### config.mk
export PLATFORM = sky130hd
export DESIGN_NAME = ws2811_encoder_flat
export DESIGN_NICKNAME = d
export VERILOG_FILES = /design/src/rtl/ws2811_encoder_pkg.sv /design/src/rtl/ws2811_encoder_if.sv /design/src/rtl/ws2811_encoder_cell.sv /design/src/rtl/ws2811_encoder.sv /design/src/flat_wrapper.sv
export SDC_FILE = /design/constraint.sdc
export NUM_CORES = 1
export LEC_CHECK = 0
export ABC_AREA = 1
export BUFFER_PORTS_ARGS = -buffer_cell sky130_fd_sc_hd__buf_2
export CAP_MARGIN = 30
export CORE_MARGIN = 5
export CORE_UTILIZATION = 46
export DETAILED_ROUTE_END_ITERATION = 10
export PLACE_DENSITY_LB_ADDON = 0.2
export SLEW_MARGIN = 10
export SYNTH_ARGS = -nofsm -noshare
export SYNTH_HDL_FRONTEND = slang
export SYNTH_SLANG_ARGS = --single-unit
### constraint.sdc
create_clock -name clk -period 2.51 [get_ports clk]
set_clock_uncertainty 0.2 [all_clocks]
set_input_delay 0.502 -clock clk [delete_from_list [all_inputs] [get_ports clk]]
set_output_delay 0.502 -clock clk [all_outputs]
set_load 0.02 [all_outputs]
### src/rtl/ws2811_encoder_pkg.sv
// ws2811_pkg: shared frame state encoding and default WS2811 timing at 12.8 MHz
package ws2811_pkg;
  typedef enum logic [1:0] {
    IDLE  = 2'd0,
    SEND  = 2'd1,
    GAP   = 2'd2,
    LATCH = 2'd3
  } ws_state_e;
  localparam int WS_BIT_CYCLES   = 16;
  localparam int WS_T0H_CYCLES   = 4;
  localparam int WS_T1H_CYCLES   = 12;
  localparam int WS_RESET_CYCLES = 1024;
endpackage

### src/rtl/ws2811_encoder_if.sv
// ws2811_encoder_if: show-ahead FIFO read port feeding the encoder
interface ws2811_encoder_if;
  logic       in_valid;
  logic [7:0] in_data;
  logic       in_ready;
  modport master (output in_valid, output in_data, input in_ready);
  modport slave (input in_valid, input in_data, output in_ready);
endinterface

### src/rtl/ws2811_encoder_cell.sv
// ws2811_cell: one bit cell, high for T0H/T1H cycles then low until BIT_CYCLES
module ws2811_cell
  import ws2811_pkg::*;
#(
  parameter int BIT_CYCLES = WS_BIT_CYCLES,
  parameter int T0H_CYCLES = WS_T0H_CYCLES,
  parameter int T1H_CYCLES = WS_T1H_CYCLES
) (
  input  logic clk,
  input  logic rst,
  input  logic start,
  input  logic bit_val,
  output logic line,
  output logic cell_last,
  output logic cell_pre
);
  localparam int CW = $clog2(BIT_CYCLES);
  localparam logic [CW-1:0] LAST = CW'(BIT_CYCLES - 1);
  localparam logic [CW-1:0] T0 = CW'(T0H_CYCLES);
  localparam logic [CW-1:0] T1 = CW'(T1H_CYCLES);
  logic [CW-1:0] cnt_q, cnt_d;
  logic bit_q, bit_d, active_q, active_d, line_q, line_d, last_q;
  // next cell position; a start on the last cycle chains cells with no dead cycle
  always_comb begin
    cnt_d = start ? '0 : (active_q ? ((cnt_q == LAST) ? '0 : cnt_q + 1'b1) : cnt_q);
    bit_d = start ? bit_val : bit_q;
    active_d = start | (active_q & (cnt_q != LAST));
    line_d = active_d & (cnt_d < (bit_d ? T1 : T0));
    cell_pre = active_d & (cnt_d == LAST);
  end
  // line and last flag come from next-state values so the pin is a clean flop
  always_ff @(posedge clk or posedge rst) begin
    if (rst) begin
      cnt_q <= '0;
      bit_q <= 1'b0;
      active_q <= 1'b0;
      line_q <= 1'b0;
      last_q <= 1'b0;
    end else begin
      cnt_q <= cnt_d;
      bit_q <= bit_d;
      active_q <= active_d;
      line_q <= line_d;
      last_q <= cell_pre;
    end
  end
  assign line = line_q;
  assign cell_last = last_q;
endmodule

### src/rtl/ws2811_encoder.sv
// ws2811_encoder: frame FSM popping GRB bytes and serialising them onto the WS2811 line
module ws2811_encoder
  import ws2811_pkg::*;
#(
  parameter int LED_COUNT    = 50,
  parameter int BIT_CYCLES   = WS_BIT_CYCLES,
  parameter int T0H_CYCLES   = WS_T0H_CYCLES,
  parameter int T1H_CYCLES   = WS_T1H_CYCLES,
  parameter int RESET_CYCLES = WS_RESET_CYCLES
) (
  input  logic clk,
  input  logic rst,
  ws2811_encoder_if.slave s,
  output logic ws2811,
  output logic busy,
  output logic frame_done,
  output logic underrun
);
  localparam int FRAME = 3 * LED_COUNT;
  localparam int BW = $clog2(FRAME);
  localparam int GW = $clog2(RESET_CYCLES + 1);
  localparam logic [BW-1:0] LAST_BYTE = BW'(FRAME - 1);
  localparam logic [GW-1:0] GAP_MAX = GW'(RESET_CYCLES);
  localparam logic [GW-1:0] GAP_LAST = GW'(RESET_CYCLES - 1);
  ws_state_e state_q, state_d;
  logic [7:0] shreg_q, shreg_d;
  logic [2:0] bit_idx_q, bit_idx_d;
  logic [BW-1:0] byte_cnt_q, byte_cnt_d;
  logic [GW-1:0] gap_cnt_q, gap_cnt_d;
  logic in_ready_q, in_ready_d, busy_q, busy_d;
  logic frame_done_q, frame_done_d, underrun_q, underrun_d;
  logic xfer, start, bit_val, cell_last, cell_pre;
  assign xfer = s.in_valid & in_ready_q;
  ws2811_cell #(
    .BIT_CYCLES(BIT_CYCLES),
    .T0H_CYCLES(T0H_CYCLES),
    .T1H_CYCLES(T1H_CYCLES)
  ) u_cell (
    .clk(clk),
    .rst(rst),
    .start(start),
    .bit_val(bit_val),
    .line(ws2811),
    .cell_last(cell_last),
    .cell_pre(cell_pre)
  );
  // frame sequencing; an accepted byte always wins, including over the underrun threshold
  always_comb begin
    state_d = state_q;
    shreg_d = shreg_q;
    bit_idx_d = bit_idx_q;
    byte_cnt_d = byte_cnt_q;
    gap_cnt_d = gap_cnt_q;
    start = 1'b0;
    bit_val = 1'b0;
    underrun_d = 1'b0;
    case (state_q)
      SEND: if (cell_last) begin
        if (bit_idx_q != 3'd0) begin
          bit_idx_d = bit_idx_q - 3'd1;
          start = 1'b1;
          bit_val = shreg_q[bit_idx_q - 3'd1];
        end else if (byte_cnt_q == LAST_BYTE) begin
          byte_cnt_d = '0;
          gap_cnt_d = '0;
          state_d = LATCH;
        end else begin
          byte_cnt_d = byte_cnt_q + 1'b1;
          gap_cnt_d = '0;
          state_d = GAP;
        end
      end
      LATCH: if (gap_cnt_q == GAP_LAST) state_d = IDLE;
             else gap_cnt_d = gap_cnt_q + 1'b1;
      GAP: if (!xfer) begin
        gap_cnt_d = (gap_cnt_q == GAP_MAX) ? gap_cnt_q : gap_cnt_q + 1'b1;
        if (gap_cnt_q == GAP_LAST) begin
          underrun_d = 1'b1;
          byte_cnt_d = '0;
          state_d = IDLE;
        end
      end
      default: ;
    endcase
    if (xfer) begin
      state_d = SEND;
      shreg_d = s.in_data;
      bit_idx_d = 3'd7;
      start = 1'b1;
      bit_val = s.in_data[7];
    end
    in_ready_d = (state_d == IDLE) | (state_d == GAP) |
                 ((state_d == SEND) & (bit_idx_d == 3'd0) & cell_pre & (byte_cnt_d != LAST_BYTE));
    busy_d = state_d != IDLE;
    frame_done_d = (state_d == LATCH) & (gap_cnt_d == GAP_LAST);
  end
  // state and registered status outputs; reset returns to IDLE ready for byte 0
  always_ff @(posedge clk or posedge rst) begin
    if (rst) begin
      state_q <= IDLE;
      shreg_q <= '0;
      bit_idx_q <= '0;
      byte_cnt_q <= '0;
      gap_cnt_q <= '0;
      in_ready_q <= 1'b1;
      busy_q <= 1'b0;
      frame_done_q <= 1'b0;
      underrun_q <= 1'b0;
    end else begin
      state_q <= state_d;
      shreg_q <= shreg_d;
      bit_idx_q <= bit_idx_d;
      byte_cnt_q <= byte_cnt_d;
      gap_cnt_q <= gap_cnt_d;
      in_ready_q <= in_ready_d;
      busy_q <= busy_d;
      frame_done_q <= frame_done_d;
      underrun_q <= underrun_d;
    end
  end
  assign s.in_ready = in_ready_q;
  assign busy = busy_q;
  assign frame_done = frame_done_q;
  assign underrun = underrun_q;
endmodule

### src/flat_wrapper.sv
// flat-port wrapper written by rule: the top's interface ports become plain ports
module ws2811_encoder_flat import ws2811_pkg::*;
#(
  parameter int LED_COUNT    = 50,
  parameter int BIT_CYCLES   = WS_BIT_CYCLES,
  parameter int T0H_CYCLES   = WS_T0H_CYCLES,
  parameter int T1H_CYCLES   = WS_T1H_CYCLES,
  parameter int RESET_CYCLES = WS_RESET_CYCLES
)
  (clk, rst, ws2811, busy, frame_done, underrun, s_in_valid, s_in_data, s_in_ready);
  ws2811_encoder_if s_i ();
  input  logic clk;
  input  logic rst;
  output logic ws2811;
  output logic busy;
  output logic frame_done;
  output logic underrun;
  input wire logic [$bits(s_i.in_valid)-1:0] s_in_valid;
  input wire logic [$bits(s_i.in_data)-1:0] s_in_data;
  output wire logic [$bits(s_i.in_ready)-1:0] s_in_ready;
  assign s_i.in_valid = s_in_valid;
  assign s_i.in_data = s_in_data;
  assign s_in_ready = s_i.in_ready;
  ws2811_encoder #(.LED_COUNT(LED_COUNT), .BIT_CYCLES(BIT_CYCLES), .T0H_CYCLES(T0H_CYCLES), .T1H_CYCLES(T1H_CYCLES), .RESET_CYCLES(RESET_CYCLES)) u_core (.clk(clk), .rst(rst), .s(s_i), .ws2811(ws2811), .busy(busy), .frame_done(frame_done), .underrun(underrun));
endmodule
=== After elaboration in Yosys (flattened, before gate mapping) ===
Cells that the tools add are included.
Widths: inputs -> output; s select.

* Flip-flop bits (word level): 44
* Input port bits: 11
* Output and inout port bits: 5
* Word-level logic and storage cells: 90

* Bitwise logic cells: 11
* Equality and inequality tests: 14
* Magnitude comparators: 2
* Muxes and demuxes: 40
* $add $sub $neg: 4
* Reductions and logical operators: 5

{| class="wikitable"
|+ Operators by type and width
! operator !! number
|-
| $mux 11 || 5
|-
| $mux 8 || 5
|-
| $pmux 11 s3 || 1
|-
| $eq 11x10->1 const B || 2
|-
| $mux 4 || 4
|-
| $pmux 8 s2 || 1
|-
| $mux 1 || 14
|-
| $mux 3 || 4
|-
| $add 11x1->11 const B || 1
|-
| $eq 11x11->1 const B || 1
|-
| $add 8x1->8 const B || 1
|-
| $and 1x1->1 || 8
|-
| $eq 2x2->1 const B || 4
|-
| $eq 4x4->1 const B || 2
|-
| $eq 8x8->1 const B || 1
|-
| $mux 2 || 4
|-
| $ne 8x8->1 const B || 1
|-
| $add 4x1->4 const B || 1
|-
| $eq 2x1->1 const B || 2
|-
| $lt 3x4->1 const B || 1
|-
| $lt 4x4->1 || 1
|-
| $ne 4x4->1 const B || 1
|-
| $pmux 2 s2 || 1
|-
| $bmux 1 s3 || 1
|-
| other kinds (7) || 9
|}

=== Longest topological paths before layout ===
* Depth after elaboration: 11
* Mapped depth: 15
* Depth with buffers taken out: 15

=== Modules after synthesis ===
Synthesis repeated with hierarchy kept, for this count alone.

* Cells, all modules: 476
* Area total of the unflattened synthesis: 3184.3 um^2

{| class="wikitable"
|+ Modules (own cells, without submodules)
! module !! cells an instance !! instances !! seq. area each (um^2) !! area an instance (um^2)
|-
| ws2811_encoder || 427 || 1 || 902.1 || 2777.7
|-
| ws2811_cell || 49 || 1 || 200.2 || 406.6
|}

=== Least setup slack after synthesis ===
OpenSTA, ideal clock, no wires.

* Path type: register to register
* Start point: register u_core.in_ready_q, in the netlist u_core.s.in_ready
* End point: register u_core.u_cell.line_q, in the netlist u_core.u_cell.line
* Path buffers: 1
* Data arrival time: 1.859 ns
* Slack: 0.357 ns
* Stages on the path, launching flop included: 9
* Cells stage by stage: dfstp_2 nand2_1 inv_1 clkbuf_1 nand2_1 nand3_1 inv_1 ha_1 a211oi_1

* Longest elaborated chain between the ends: 6

{| class="wikitable"
|+ RTL lines
! what !! RTL line !! source
|-
| start: declaration || ws2811_encoder.sv:30 || <nowiki>logic in_ready_q, in_ready_d, busy_q, busy_d;</nowiki>
|-
| start signal: assignment || ws2811_encoder.sv:115 || <nowiki>in_ready_q <= in_ready_d;</nowiki>
|-
| $and 1x1->1 * || ws2811_encoder.sv:33 || <nowiki>assign xfer = s.in_valid & in_ready_q;</nowiki>
|-
| $mux 1 || ws2811_encoder.sv:85 || <nowiki>if (xfer) begin</nowiki>
|-
| $mux 1 * || ws2811_encoder_cell.sv:26 || <nowiki>bit_d = start ? bit_val : bit_q;</nowiki>
|-
| named net u_core.u_cell.bit_d || ws2811_encoder_cell.sv:22 || <nowiki>logic bit_q, bit_d, active_q, active_d, line_q, line_d, last_q;</nowiki>
|-
| $mux 4 * || ws2811_encoder_cell.sv:28 || <nowiki>line_d = active_d & (cnt_d < (bit_d ? T1 : T0));</nowiki>
|-
| $lt 4x4->1 * || ws2811_encoder_cell.sv:28 ||
|-
| $and 1x1->1 * || ws2811_encoder_cell.sv:28 ||
|-
| named net u_core.u_cell.line_d || ws2811_encoder_cell.sv:22 ||
|-
| end signal: assignment || ws2811_encoder_cell.sv:43 || <nowiki>line_q <= line_d;</nowiki>
|-
| end: declaration || ws2811_encoder_cell.sv:22 ||
|}

The timed path passes the listed nets; every way through them passes the cells marked *.
A chain may end at the register's enable or synchronous reset.

=== Worst setup path in the final report ===
* Start point: register u_core.bit_idx_q[0]
* End point: register u_core.u_cell.line_q, in the netlist u_core.u_cell.line

* Longest elaborated chain between the ends: 11

{| class="wikitable"
|+ RTL lines
! what !! RTL line !! source
|-
| start: declaration || ws2811_encoder.sv:27 || <nowiki>logic [2:0] bit_idx_q, bit_idx_d;</nowiki>
|-
| start signal: assignment || ws2811_encoder.sv:112 || <nowiki>bit_idx_q <= bit_idx_d;</nowiki>
|-
| $sub 3x1->3 || ws2811_encoder.sv:62 || <nowiki>bit_val = shreg_q[bit_idx_q - 3'd1];</nowiki>
|-
| $bmux 1 s3 || ws2811_encoder.sv:62 ||
|-
| $mux 1 (not written as such) || ws2811_encoder.sv:62 ||
|-
| $mux 1 || ws2811_encoder.sv:59 || <nowiki>if (bit_idx_q != 3'd0) begin</nowiki>
|-
| $mux 1 || ws2811_encoder.sv:58 || <nowiki>SEND: if (cell_last) begin</nowiki>
|-
| $mux 1 || ws2811_encoder.sv:57 || <nowiki>case (state_q)</nowiki>
|-
| $mux 1 || ws2811_encoder.sv:85 ||
|-
| $mux 1 * || ws2811_encoder_cell.sv:26 ||
|-
| named net u_core.u_cell.bit_d || ws2811_encoder_cell.sv:22 ||
|-
| $mux 4 * || ws2811_encoder_cell.sv:28 ||
|-
| $lt 4x4->1 * || ws2811_encoder_cell.sv:28 ||
|-
| $and 1x1->1 * || ws2811_encoder_cell.sv:28 ||
|-
| named net u_core.u_cell.line_d || ws2811_encoder_cell.sv:22 ||
|}

The timed path passes the listed nets; every way through them passes the cells marked *. The select of a mux whose other input is x is not followed.

==> reports/qor.yml <==
drt_first_pass_iters: 6
p_leak_nw: 1.78
ys_warn_count: 0
syn_inst: 421
synth_edf_count: 0
period_needed_ps: 2270
cp.depth: 10
cts_buffers: 5
grt_usage_pct: 17.2
ys_ff_latch: 44
clock-sinks: 44
grt_pass1_vias: 2622
tns_ps: 0
fp.dieW_um: 90.2
drive_above_1_share_pct: 12.4
antenna_cells: 0
die_y_um: 90.2
core_area_um2: 6310
area_growth_pct: 10.3
cts_tree: "built"
crit_path_max_incr_delay_ps: 400
status: "finished clean"
path_cells: "clkinv_1 > ha_1 > inv_1 > o21ai_0 > o221ai_1 > o211ai_1 > nand3_1 > inv_1 > ha_1 > a211oi_1"
antenna_found_initial: 0
post-synth-top-count-cell: "nand2_1"
slew_viol_final: 0
grt_max_degree: 24
dieArea_um2: 8130
reg2reg_to: "u_core.u_cell.line"
critPathMaxFanout: 4
wl_met1_mm: 3.23
hp-class: "primary input to asynchronous set/reset pin"
vias: 2687
dpl.cell_count: 513
rsz0062_at_grt: "no"
async_reset_ff_share_pct: 100
drc_errors: 0
place_hpwl_mm: 5.10
ys_types: 38
rr_worst_depth: 10
synth_top_area_cell: "dfrtp_1"
wirelength_mm: 6.72
worst_pin_slew_ps: 504
crit_path_start_kind: "flip-flop"
cp_num_buf_inv: 3
num_rows: 29
setup_viol: 0
ir_drop_v: 0.000249
dpl_cell_area_um2: 3170
cts_resized: 0
clk_path_buf_depth: 2
fill_cells: 633
post_cts_buffers: 0
clk-insertion-delay-late_ps: 300
wl_per_cell_um: 12.9
dr.max_layer_used: "met4"
ios: 16
yosysSeqAreaShare_pct: 37.3
dp_slack_ps: 178
required_ps: 2520
grt_first_pass_wirelength_mm: 11.8
design_area_um2: 3260
cp_top_family: "adder cells"
cap_violations: 0
clkTransAtPathRegs_ps: 90
stdcell_count: 521
synthTopCellsByArea: "dfrtp_1 36%, nand2_1 16%, nand3_1 8.5%, inv_1 7.4%, ha_1 5.1%"
slew_headroom_pct: 66.4
drt_iter0_drc: 213
hold_buffers: 0
synth_nets: 444
htreeDepth: 2
worst_slack_ps: 245
hold_viol: 0
via_per_inst: 5.16
root_buffer: "clkbuf_8"
period_share_pct: 90.3
synthTopCellsByCount: "129 x nand2_1, 58 x inv_1, 50 x nand3_1"
critPathArrivalTime_ps: 2270
critPathSlowestCell: "dfrtp_1"
p_per_area_nw_per_um2: 364
fmax_mhz: 441
start_util_pct: 46.8
nets: 466
synth_area_per_cell_um2: 7.02
netlist_area_um2: 2960
r2r_slack_ps: 240
grt_remaining_overflow: 0
finalPower_mw: 1.19
routabilityCongestion: 0.890
endpoint_kind: "flip-flop"
synth_ff_type: "dfrtp_1"
wl_met3_um: 258
route.met2.wl_mm: 3.13
yosysTopAreaCellShare_pct: 36.4
ant_nets: 0
worstSetupPathType: "flip-flop to flip-flop"
numPortBuffers: 15
reg2reg_from: "u_core.bit_idx_q[0]"
-- power by group --
group	leakage (nW)	switching [mW]	internal (mW)
registers	0.534	0	0.708
clock network	0.0414	0.255	0.198
logic	1.20	0.0161	0.00859
total	1.78	0.271	0.915
-- registers in the layout, summed over array words and instances, names as in the netlist, 2 cells and up --
register	flops
u_core.u_cell.cnt_q	4
u_core.gap_cnt_q	11
u_core.byte_cnt_q	8
u_core.shreg_q	8
u_core.bit_idx_q	3
u_core.state_q	2
-- cells by family after synthesis --
| family | synth area share (%) |
|---|---|
| adder cells (fa/ha/maj) | 5.08 |
| XOR/XNOR | 2.37 |
| multiplexers | 0.381 |
| AND/OR/NAND/NOR | 37.2 |
| flip-flops | 37.3 |
| AO/OA/AOI/OAI | 8.63 |
| buffers and inverters | 9.01 |
-- metrics by stage --
stage	utilization, %	hold slack [ps]
6_report	51.6	17.9
5_1_grt	51.6	50.5
4_1_cts	51.6	33.4
3_5_place_dp	50.2	261
3_3_place_gp	50.2	265
2_1_floorplan	-	244
-- layout by cell type (no fill, tap or decap), types with 2 or more instances in the layout --
master	n
dfrtp_1	43
nor3_1	5
xor2_1	6
nor2_4	2
nand3_1	50
a211oi_1	2
o211ai_1	2
nor2_2	4
nor2_1	37
buf_4	7
nand3_2	2
o21ai_1	2
inv_2	3
ha_1	12
a31oi_1	5
clkinv_1	2
xnor2_1	2
o21ai_0	13
a21oi_2	2
nand2_1	128
o22ai_1	2
nand4_1	3
nand2_4	5
inv_1	57
buf_2	15
clkbuf_8	5
a21oi_1	12
-- layer usage --
metal / vias to the layer above / global-route usage [%]
met1: 1225 / 22.5
met3: 9 / 2.84
met5: - / 0
met2: 69 / 28.4
li1: 1384 / -
met4: 0 / 6.82
-- worst max-delay path by stage --
stage / start / endpoint
3_3_place_gp: u_core.bit_idx_q[0] / u_core.frame_done
6_report: u_core.bit_idx_q[0] / u_core.u_cell.line
5_1_grt: u_core.bit_idx_q[0] / u_core.s.in_ready
4_1_cts: u_core.bit_idx_q[0] / u_core.frame_done
3_5_place_dp: u_core.bit_idx_q[0] / u_core.u_cell.line
2_1_floorplan: u_core.s.in_ready / u_core.u_cell.line
-- final cells by class --
cell class              count  area [µm²]  area share (%)
inverters                  62         233            7.14
flip-flops and latches     44        1100            33.8
repair buffers             23         148            4.53
multi-input cells         307        1590            48.8
clock buffers               6        72.6            2.23
clock inverters             2        16.3           0.499
well taps                  77        96.3            2.95
No activity file was read; power rests on OpenSTA's default activity.
